**config.mk**
```make
export PLATFORM = sky130hd
export DESIGN_NAME = alu_seq
export DESIGN_NICKNAME = d
export VERILOG_FILES = /design/src/rtl/alu_seq_pkg.sv /design/src/rtl/alu_seq_muldiv.sv /design/src/rtl/alu_seq.sv
export SDC_FILE = /design/constraint.sdc
export NUM_CORES = 1
export LEC_CHECK = 0
export ABC_AREA = 1
export ABC_CLOCK_PERIOD_IN_PS = 2500
export BUFFER_PORTS_ARGS = -buffer_cell sky130_fd_sc_hd__buf_2
export CELL_PAD_IN_SITES_DETAIL_PLACEMENT = 0
export CELL_PAD_IN_SITES_GLOBAL_PLACEMENT = 1
export CORE_ASPECT_RATIO = 0.75
export CORE_MARGIN = 3
export CORE_UTILIZATION = 33
export DETAILED_ROUTE_END_ITERATION = 16
export MAX_ROUTING_LAYER = met4
export PLACE_DENSITY = 0.67
export RECOVER_POWER = 100
export REMOVE_ABC_BUFFERS = 1
export SLEW_MARGIN = 20
export SYNTH_ARGS = -nofsm -noshare
export SYNTH_HDL_FRONTEND = slang
export SYNTH_SLANG_ARGS = --single-unit
```
**constraint.sdc**
```tcl
create_clock -name clk -period 2.5 [get_ports clk]
set_input_delay 0.25 -clock clk [delete_from_list [all_inputs] [get_ports clk]]
set_output_delay 0.25 -clock clk [all_outputs]
set_load 0.05 [all_outputs]
```
**src/rtl/alu_seq_pkg.sv**
```systemverilog
// ============================================================================
// Module  : alu_seq_pkg
// Purpose : Shared types and constants for the multi-cycle ALU (alu_seq).
//           The control-field constants match the decoder ROM bit layout
//           {za, ia, zb, ib}.
// Revision: 1.0 - initial release
// ============================================================================
`default_nettype none

package alu_seq_pkg;

  typedef enum logic [1:0] {
    OP_ADD = 2'd0,
    OP_AND = 2'd1,
    OP_MUL = 2'd2,
    OP_DIV = 2'd3
  } op_e;

  typedef enum logic [2:0] {
    IDLE = 3'd0,
    PREP = 3'd1,
    ABS  = 3'd2,
    ITER = 3'd3,
    EXEC = 3'd4,
    FIX  = 3'd5,
    DONE = 3'd6
  } state_e;

  // Operand-conditioning field, as emitted by the decoder ROM
  localparam logic [3:0] CF_ZA = 4'b1000;
  localparam logic [3:0] CF_IA = 4'b0100;
  localparam logic [3:0] CF_ZB = 4'b0010;
  localparam logic [3:0] CF_IB = 4'b0001;

  function automatic logic has_flag(input logic [3:0] ctl, input logic [3:0] flag);
    return |(ctl & flag);
  endfunction

endpackage

`default_nettype wire

```
**src/rtl/alu_seq_muldiv.sv**
```systemverilog
// ============================================================================
// Module  : alu_seq_muldiv
// Purpose : Iterative shift-add multiplier / restoring divider with sign
//           handling. go_i (one cycle) loads magnitudes and signs, WIDTH
//           iteration cycles follow, fin_o flags the last one. Results are
//           combinational from the final registers and sampled by the parent.
// Revision: 1.0 - initial release
// ============================================================================
`default_nettype none

module alu_seq_muldiv #(
  parameter int WIDTH = 8,
  parameter int CNT_W = $clog2(WIDTH+1)
) (
  input  logic             clk,
  input  logic             rst_n,
  input  logic             go_i,
  input  logic             is_div_i,
  input  logic             signed_i,
  input  logic             high_i,
  input  logic [WIDTH-1:0] a_i,
  input  logic [WIDTH-1:0] b_i,
  output logic             skip_o,
  output logic             fin_o,
  output logic [WIDTH-1:0] result_o,
  output logic             over_o,
  output logic             divzero_o
);

  localparam logic [CNT_W-1:0] ITERS = CNT_W'(WIDTH);

  logic [WIDTH-1:0] hi_q, lo_q, mb_q;
  logic [CNT_W-1:0] cnt_q;
  logic             neg_res_q, neg_rem_q, dz_q;

  logic             a_neg, b_neg;
  logic [WIDTH-1:0] ma, mb;
  logic [WIDTH:0]   mul_sum, div_r;
  logic             div_ge;
  logic [WIDTH-1:0] div_sub;
  logic [2*WIDTH-1:0] prod, prod_s;
  logic [WIDTH:0]   prod_top;
  logic [WIDTH-1:0] quo_s, rem_s;

  // Operand magnitudes, divide-by-zero detect and one iteration step
  always_comb begin
    a_neg   = signed_i & a_i[WIDTH-1];
    b_neg   = signed_i & b_i[WIDTH-1];
    ma      = a_neg ? ('0 - a_i) : a_i;
    mb      = b_neg ? ('0 - b_i) : b_i;
    skip_o  = is_div_i && (b_i == '0);
    fin_o   = (cnt_q == CNT_W'(1));
    mul_sum = {1'b0, hi_q} + (lo_q[0] ? {1'b0, mb_q} : '0);
    div_r   = {hi_q, lo_q[WIDTH-1]};
    div_ge  = (div_r >= {1'b0, mb_q});
    // True difference is below the divisor, so the low WIDTH bits are exact
    div_sub = div_r[WIDTH-1:0] - mb_q;
  end

  // Sign fixup and result selection from the final iteration state
  always_comb begin
    prod      = {hi_q, lo_q};
    prod_s    = neg_res_q ? ('0 - prod) : prod;
    prod_top  = prod_s[2*WIDTH-1:WIDTH-1];
    quo_s     = neg_res_q ? ('0 - lo_q) : lo_q;
    rem_s     = neg_rem_q ? ('0 - hi_q) : hi_q;
    divzero_o = is_div_i & dz_q;
    if (is_div_i) begin
      if (dz_q) begin
        result_o = high_i ? lo_q : '1;
        over_o   = 1'b0;
      end else begin
        result_o = high_i ? rem_s : quo_s;
        // Only MIN / -1 yields a positive quotient with the top bit set
        over_o   = signed_i & ~neg_res_q & lo_q[WIDTH-1];
      end
    end else begin
      result_o = high_i ? prod_s[2*WIDTH-1:WIDTH] : prod_s[WIDTH-1:0];
      over_o   = signed_i & ~high_i & ~((&prod_top) | ~(|prod_top));
    end
  end

  // Load on go, then one shift-add or restoring-subtract step per cycle
  always_ff @(posedge clk or negedge rst_n) begin
    if (!rst_n) begin
      hi_q      <= '0;
      lo_q      <= '0;
      mb_q      <= '0;
      cnt_q     <= '0;
      neg_res_q <= 1'b0;
      neg_rem_q <= 1'b0;
      dz_q      <= 1'b0;
    end else if (go_i) begin
      neg_res_q <= a_neg ^ b_neg;
      neg_rem_q <= a_neg;
      dz_q      <= skip_o;
      mb_q      <= mb;
      hi_q      <= '0;
      if (skip_o) begin
        lo_q  <= a_i;
        cnt_q <= '0;
      end else begin
        lo_q  <= ma;
        cnt_q <= ITERS;
      end
    end else if (cnt_q != '0) begin
      cnt_q <= cnt_q - CNT_W'(1);
      if (is_div_i) begin
        if (div_ge) begin
          hi_q <= div_sub;
          lo_q <= {lo_q[WIDTH-2:0], 1'b1};
        end else begin
          hi_q <= div_r[WIDTH-1:0];
          lo_q <= {lo_q[WIDTH-2:0], 1'b0};
        end
      end else begin
        hi_q <= mul_sum[WIDTH:1];
        lo_q <= {mul_sum[0], lo_q[WIDTH-1:1]};
      end
    end
  end

endmodule

`default_nettype wire

```
**src/rtl/alu_seq.sv**
```systemverilog
// ============================================================================
// Module  : alu_seq
// Purpose : Multi-cycle ALU (ADD/AND/MUL/DIV) with start/busy/done handshake
//           and oe-gated output for the register bus.
//           Optional macro ALU_SEQ_FAST_MUL_EN: single-cycle multiplier in
//           EXEC instead of the iterative one (DIV unchanged).
// Revision: 1.0 - initial release
// ============================================================================
`default_nettype none

module alu_seq
  import alu_seq_pkg::*;
#(
  parameter int WIDTH = 8,
  parameter int CNT_W = $clog2(WIDTH+1)
) (
  input  logic             clk,
  input  logic             rst_n,
  input  logic             start,
  output logic             busy,
  output logic             done,
  input  logic [1:0]       op,
  input  logic             za,
  input  logic             ia,
  input  logic             zb,
  input  logic             ib,
  input  logic             io,
  input  logic             high,
  input  logic             signed_mode,
  input  logic             carry_in,
  input  logic [WIDTH-1:0] a,
  input  logic [WIDTH-1:0] b,
  input  logic             oe,
  output logic [WIDTH-1:0] aluout,
  output logic             carryout,
  output logic             overout,
  output logic             divzero
);

  state_e           state_q;
  op_e              op_q;
  logic [3:0]       ctl_q;
  logic             high_q, sgn_q, cin_q;
  logic [WIDTH-1:0] a_q, b_q, ap_q, bp_q, result_q;
  logic             carry_q, over_q, dz_q, busy_q, done_q;

  logic [WIDTH-1:0] a_prep, b_prep;
  logic [WIDTH:0]   add_sum;
  logic             add_ovf, use_exec;
  logic             md_skip, md_fin, md_over, md_divzero;
  logic [WIDTH-1:0] md_result;

  // Operand conditioning (zero then invert) and the single-cycle ops
  always_comb begin
    a_prep  = (has_flag(ctl_q, CF_ZA) ? '0 : a_q) ^ {WIDTH{has_flag(ctl_q, CF_IA)}};
    b_prep  = (has_flag(ctl_q, CF_ZB) ? '0 : b_q) ^ {WIDTH{has_flag(ctl_q, CF_IB)}};
    add_sum = {1'b0, ap_q} + {1'b0, bp_q} + {{WIDTH{1'b0}}, cin_q};
    add_ovf = (ap_q[WIDTH-1] == bp_q[WIDTH-1]) && (add_sum[WIDTH-1] != ap_q[WIDTH-1]);
  end

`ifdef ALU_SEQ_FAST_MUL_EN
  logic [2*WIDTH-1:0] fm_a, fm_b, fm_prod;
  logic [WIDTH:0]     fm_top;
  logic               fm_ovf;

  assign use_exec = (op_q != OP_DIV);

  // Full-width product; sign extension selects signed vs unsigned multiply
  always_comb begin
    fm_a    = {{WIDTH{sgn_q & ap_q[WIDTH-1]}}, ap_q};
    fm_b    = {{WIDTH{sgn_q & bp_q[WIDTH-1]}}, bp_q};
    fm_prod = fm_a * fm_b;
    fm_top  = fm_prod[2*WIDTH-1:WIDTH-1];
    fm_ovf  = sgn_q & ~high_q & ~((&fm_top) | ~(|fm_top));
  end
`else
  assign use_exec = (op_q == OP_ADD) || (op_q == OP_AND);
`endif

  alu_seq_muldiv #(
    .WIDTH (WIDTH),
    .CNT_W (CNT_W)
  ) u_muldiv (
    .clk       (clk),
    .rst_n     (rst_n),
    .go_i      (state_q == ABS),
    .is_div_i  (op_q == OP_DIV),
    .signed_i  (sgn_q),
    .high_i    (high_q),
    .a_i       (ap_q),
    .b_i       (bp_q),
    .skip_o    (md_skip),
    .fin_o     (md_fin),
    .result_o  (md_result),
    .over_o    (md_over),
    .divzero_o (md_divzero)
  );

  // Control FSM with registered handshake and result flags
  always_ff @(posedge clk or negedge rst_n) begin
    if (!rst_n) begin
      state_q  <= IDLE;
      op_q     <= OP_ADD;
      ctl_q    <= '0;
      high_q   <= 1'b0;
      sgn_q    <= 1'b0;
      cin_q    <= 1'b0;
      a_q      <= '0;
      b_q      <= '0;
      ap_q     <= '0;
      bp_q     <= '0;
      result_q <= '0;
      carry_q  <= 1'b0;
      over_q   <= 1'b0;
      dz_q     <= 1'b0;
      busy_q   <= 1'b0;
      done_q   <= 1'b0;
    end else begin
      done_q <= 1'b0;
      case (state_q)
        IDLE: begin
          if (start) begin
            op_q     <= op_e'(op);
            ctl_q    <= {za, ia, zb, ib};
            high_q   <= high;
            sgn_q    <= signed_mode;
            cin_q    <= carry_in;
            a_q      <= a;
            b_q      <= b;
            result_q <= '0;
            carry_q  <= 1'b0;
            over_q   <= 1'b0;
            dz_q     <= 1'b0;
            busy_q   <= 1'b1;
            state_q  <= PREP;
          end
        end
        PREP: begin
          ap_q    <= a_prep;
          bp_q    <= b_prep;
          state_q <= use_exec ? EXEC : ABS;
        end
        ABS:  state_q <= md_skip ? FIX : ITER;
        ITER: if (md_fin) state_q <= FIX;
        EXEC: begin
          case (op_q)
            OP_ADD: begin
              result_q <= add_sum[WIDTH-1:0];
              carry_q  <= add_sum[WIDTH];
              over_q   <= add_ovf;
            end
            OP_AND: result_q <= ap_q & bp_q;
`ifdef ALU_SEQ_FAST_MUL_EN
            OP_MUL: begin
              result_q <= high_q ? fm_prod[2*WIDTH-1:WIDTH] : fm_prod[WIDTH-1:0];
              over_q   <= fm_ovf;
            end
`endif
            default: ;
          endcase
          state_q <= DONE;
        end
        FIX: begin
          result_q <= md_result;
          over_q   <= md_over;
          dz_q     <= md_divzero;
          state_q  <= DONE;
        end
        DONE: begin
          done_q  <= 1'b1;
          busy_q  <= 1'b0;
          state_q <= IDLE;
        end
        default: state_q <= IDLE;
      endcase
    end
  end

  assign busy     = busy_q;
  assign done     = done_q;
  assign carryout = carry_q;
  assign overout  = over_q;
  assign divzero  = dz_q;
  assign aluout   = oe ? (result_q ^ {WIDTH{io}}) : '0;

endmodule

`default_nettype wire

```
==> flow_metrics.py <==
metrics = {
    "run": {
        "maxCapViolCount": 0,
    },
    "sta": {
        "setup_tns_ns": 0,
        "min_period_ns": 2.27,
        "hold_violations": 0,
        "whs_ns": 0.114,
        "setup_violations": 0,
        "tightest_slew_ns": 1.25,
        "grt_setup_unrepaired": "false",
        "fmax_mhz": 440,
        "finalClockSkew_ns": 0.00815,
        "finalMaxSlewViolations": 0,
        "relSlewSlack": 0.163,
        "fin_crit_sh": 0.909,
    },
    "grt": {
        "antenna_found_initial": 0,
        "grt_util_all_layers": 0.190,
        "grt_pass1_vias": 5663,
        "overflow": 0,
        "grt_pass1_wl_um": 31400,
        "grt_max_degree": 50,
    },
    "power": {
        "ir_drop_v": 0.000483,
        "seq_power_share": 0.266,
        "power_leakage_nw": 3.46,
        "powerDensity_nw_per_um2": 1580,
        "internal-power_mw": 5.41,
        "p_clk_frac": 0.123,
        "p_comb_frac": 0.611,
        "switching_power_mw": 6.04,
        "swShare": 0.528,
        "p_total_mw": 11.4,
    },
    "clock_tree": {
        "clock_sinks": 88,
        "cts.htree.levels": 3,
        "clk_latency_ns": 0.36,
        "postCtsSetupBuffers": 0,
        "cts_made_buffers": 9,
        "clk_path_buf_depth": 2,
        "cts-root-buf": "clkbuf_16",
        "cts_tree": "built",
        "path_clk_slew_ns": 0.08,
    },
    "hold_path": {
        "hp-class": "primary input to flip-flop",
        "min_to": "b_q[4]$_DFFE_PN0P_",
        "min_from": "b[4]",
        "whs_path_depth": 2,
    },
    "synth": {
        "yosysWarnings": 0,
        "synthCells": 876,
        "yosys_most_used_dff": "dfrtp_1",
        "avgSynthCellArea_um2": 7.36,
        "synth_async_sr_flop_share": 1.00,
        "synth_edf_count": 0,
        "synth-seq-area-share": 0.342,
        "yosys_register_bits": 88,
        "syn-cell-area_um2": 6440,
        "synthDistinctLibCells": 51,
    },
    "floorplanning": {
        "coreArea_um2": 18800,
        "start_util": 0.342,
        "rows": 43,
        "die_width_um": 167,
        "pin_count": 43,
        "dieArea_um2": 21300,
        "die_h_um": 127,
    },
    "critical_path": {
        "r2r-start": "state_q[2]$_DFFE_PN0P_",
        "setup.worst_path.start_class": "flip-flop",
        "cp_max_fo": 26,
        "reg2reg_to": "u_muldiv.lo_q[4]$_DFFE_PN0P_",
        "arrival_ns": 2.55,
        "rrSetupSlack_ns": 0.23,
        "required_ns": 2.78,
        "r2r_cells": 7,
        "critPathKind": "flip-flop to flip-flop",
        "cp-end-kind": "flip-flop",
    },
    "detailed_routing": {
        "route.antenna.remaining_nets": 0,
        "drc": 0,
        "drt_wl_total_um": 19100,
        "routed-via-count": 5884,
        "wl_per_cell_um": 16.3,
        "drt-vias-per-instance": 5.01,
        "drtIter0Drc": 426,
        "drt_first_pass_iters": 7,
    },
    "final_layout": {
        "fin_nets": 987,
        "area_growth_pct": 12.2,
        "drive_above_1_share": 0.117,
        "insertedDiodeCount": 0,
        "final_area_um2": 7230,
    },
    "placement": {
        "portBuffers": 42,
        "hpwl_um": 15200,
        "routabilityCongestion": 0.924,
        "dpl_cell_area_um2": 6990,
    },
    "outcome": {
        "outcome": "finished, final reports clean",
    },
}
metal layers:
layer / global-route usage / share of wire / vias up
met5: - / 0 / -
met4: 0.0250 / 0.0052 / 0
met3: 0.0328 / 0.063 / 5
met2: 0.256 / 0.39 / 144
met1: 0.302 / 0.54 / 2722
li1: - / - / 3013
power by group through the flow:
stage	clock network, mW	registers (mW)	logic (mW)
final	1.41	3.04	6.99
after detailed placement	0	3.07	7.02
after global routing	1.52	3.17	7.98
after floorplan	0	2.90	4.99
after global placement	0	3.07	7.07
after CTS	1.45	3.05	7.05
synth_stat cells, drive strengths merged (9+ instances only):
master | instances | share of area
mux2 | 19 | 0.033
clkbuf | 11 | 0.0064
dfrtp | 88 | 0.34
a21oi | 57 | 0.045
buf | 16 | 0.013
xor2 | 34 | 0.046
nor3 | 9 | 0.0070
inv | 97 | 0.057
ha | 31 | 0.060
o21ai | 76 | 0.060
nand3 | 43 | 0.034
o211ai | 16 | 0.019
nor2 | 97 | 0.063
nand2 | 212 | 0.13
nand4 | 11 | 0.011
placed cells by master (no fill, tap or decap), types with 5 or more instances in the layout:
cell type    n
inv_2        5
a31oi_1      7
nor3_1       9
nand2_2      5
clkbuf_1    17
xnor2_1      7
o211ai_1    15
nand4_1     11
mux2_2      19
nand3_1     43
buf_2       28
o21ai_0     70
dfrtp_1     88
nor2_1      89
nor2_2       5
buf_4       14
clkbuf_16    9
inv_1       91
nand2_1    207
or2_2        5
ha_1        31
a21oi_1     56
o22ai_1      5
xor2_1      34
logic make-up after synthesis:
logic type	synth area share
buffers and inverters	0.0783
AO/OA/AOI/OAI	0.168
adder cells (fa/ha/maj)	0.0726
flip-flops	0.342
multiplexers	0.0332
AND/OR/NAND/NOR	0.251
XOR/XNOR	0.0557
layout make-up:
class	count	area, um2
Inverter	100	378
Sequential cell	88	2200
Tap cell	247	309
Timing Repair Buffer	62	332
Fill cell	2045	11600
Multi-Input combinational cell	661	3710
Clock buffer	9	225
Clock inverter	7	76.3
how the worst max path moves through the flow:
stage	slack, ns	startpoint	endpoint
finish	0.23	state_q[2]$_DFFE_PN0P_	u_muldiv.lo_q[4]$_DFFE_PN0P_
global route	0.006	ap_q[0]$_DFFE_PN0N_	result_q[6]$_DFFE_PN0P_
CTS	0.13	cin_q$_DFFE_PN0P_	result_q[6]$_DFFE_PN0P_
detailed placement	0.15	cin_q$_DFFE_PN0P_	result_q[6]$_DFFE_PN0P_
global placement	0.16	cin_q$_DFFE_PN0P_	result_q[6]$_DFFE_PN0P_
floorplan	0.47	u_muldiv.lo_q[7]$_DFFE_PN0P_	u_muldiv.hi_q[6]$_DFFE_PN0P_
critical path: stages (launching register included):
cell and delay (ns):
dfrtp_1 0.38, inv_1 0.15, nand2_1 0.09, nor2_1 0.09, inv_4 0.11, clkbuf_1 0.86, o211ai_1 0.27, a31oi_1 0.24
sequential cells by signal, indices dropped and copies added, names as in the netlist, 8 cells and up:
| signal | flops |
|---|---|
| ap_q | 8 |
| u_muldiv.mb_q | 8 |
| u_muldiv.hi_q | 8 |
| bp_q | 8 |
| result_q | 8 |
| b_q | 8 |
| u_muldiv.lo_q | 8 |
| a_q | 8 |
metrics by stage:
step	setup WS [ns]	util	cells
floorplan	0.468	-	849
global placement	0.162	0.371	1157
detailed placement	0.153	0.371	1157
CTS	0.134	0.388	1174
global route	0.00648	0.384	1174
finish	0.228	0.384	1174
repair_timing:
| action | 4_1_cts | 5_1_grt |
|---|---|---|
| endpoints found under the hold margin | 39 | 0 |
| hold buffers | 1 | 0 |
| gates resized for setup | 0 | 1 |
| endpoints found under the setup margin | 0 | 1 |
(Power assumes the default switching activity.)
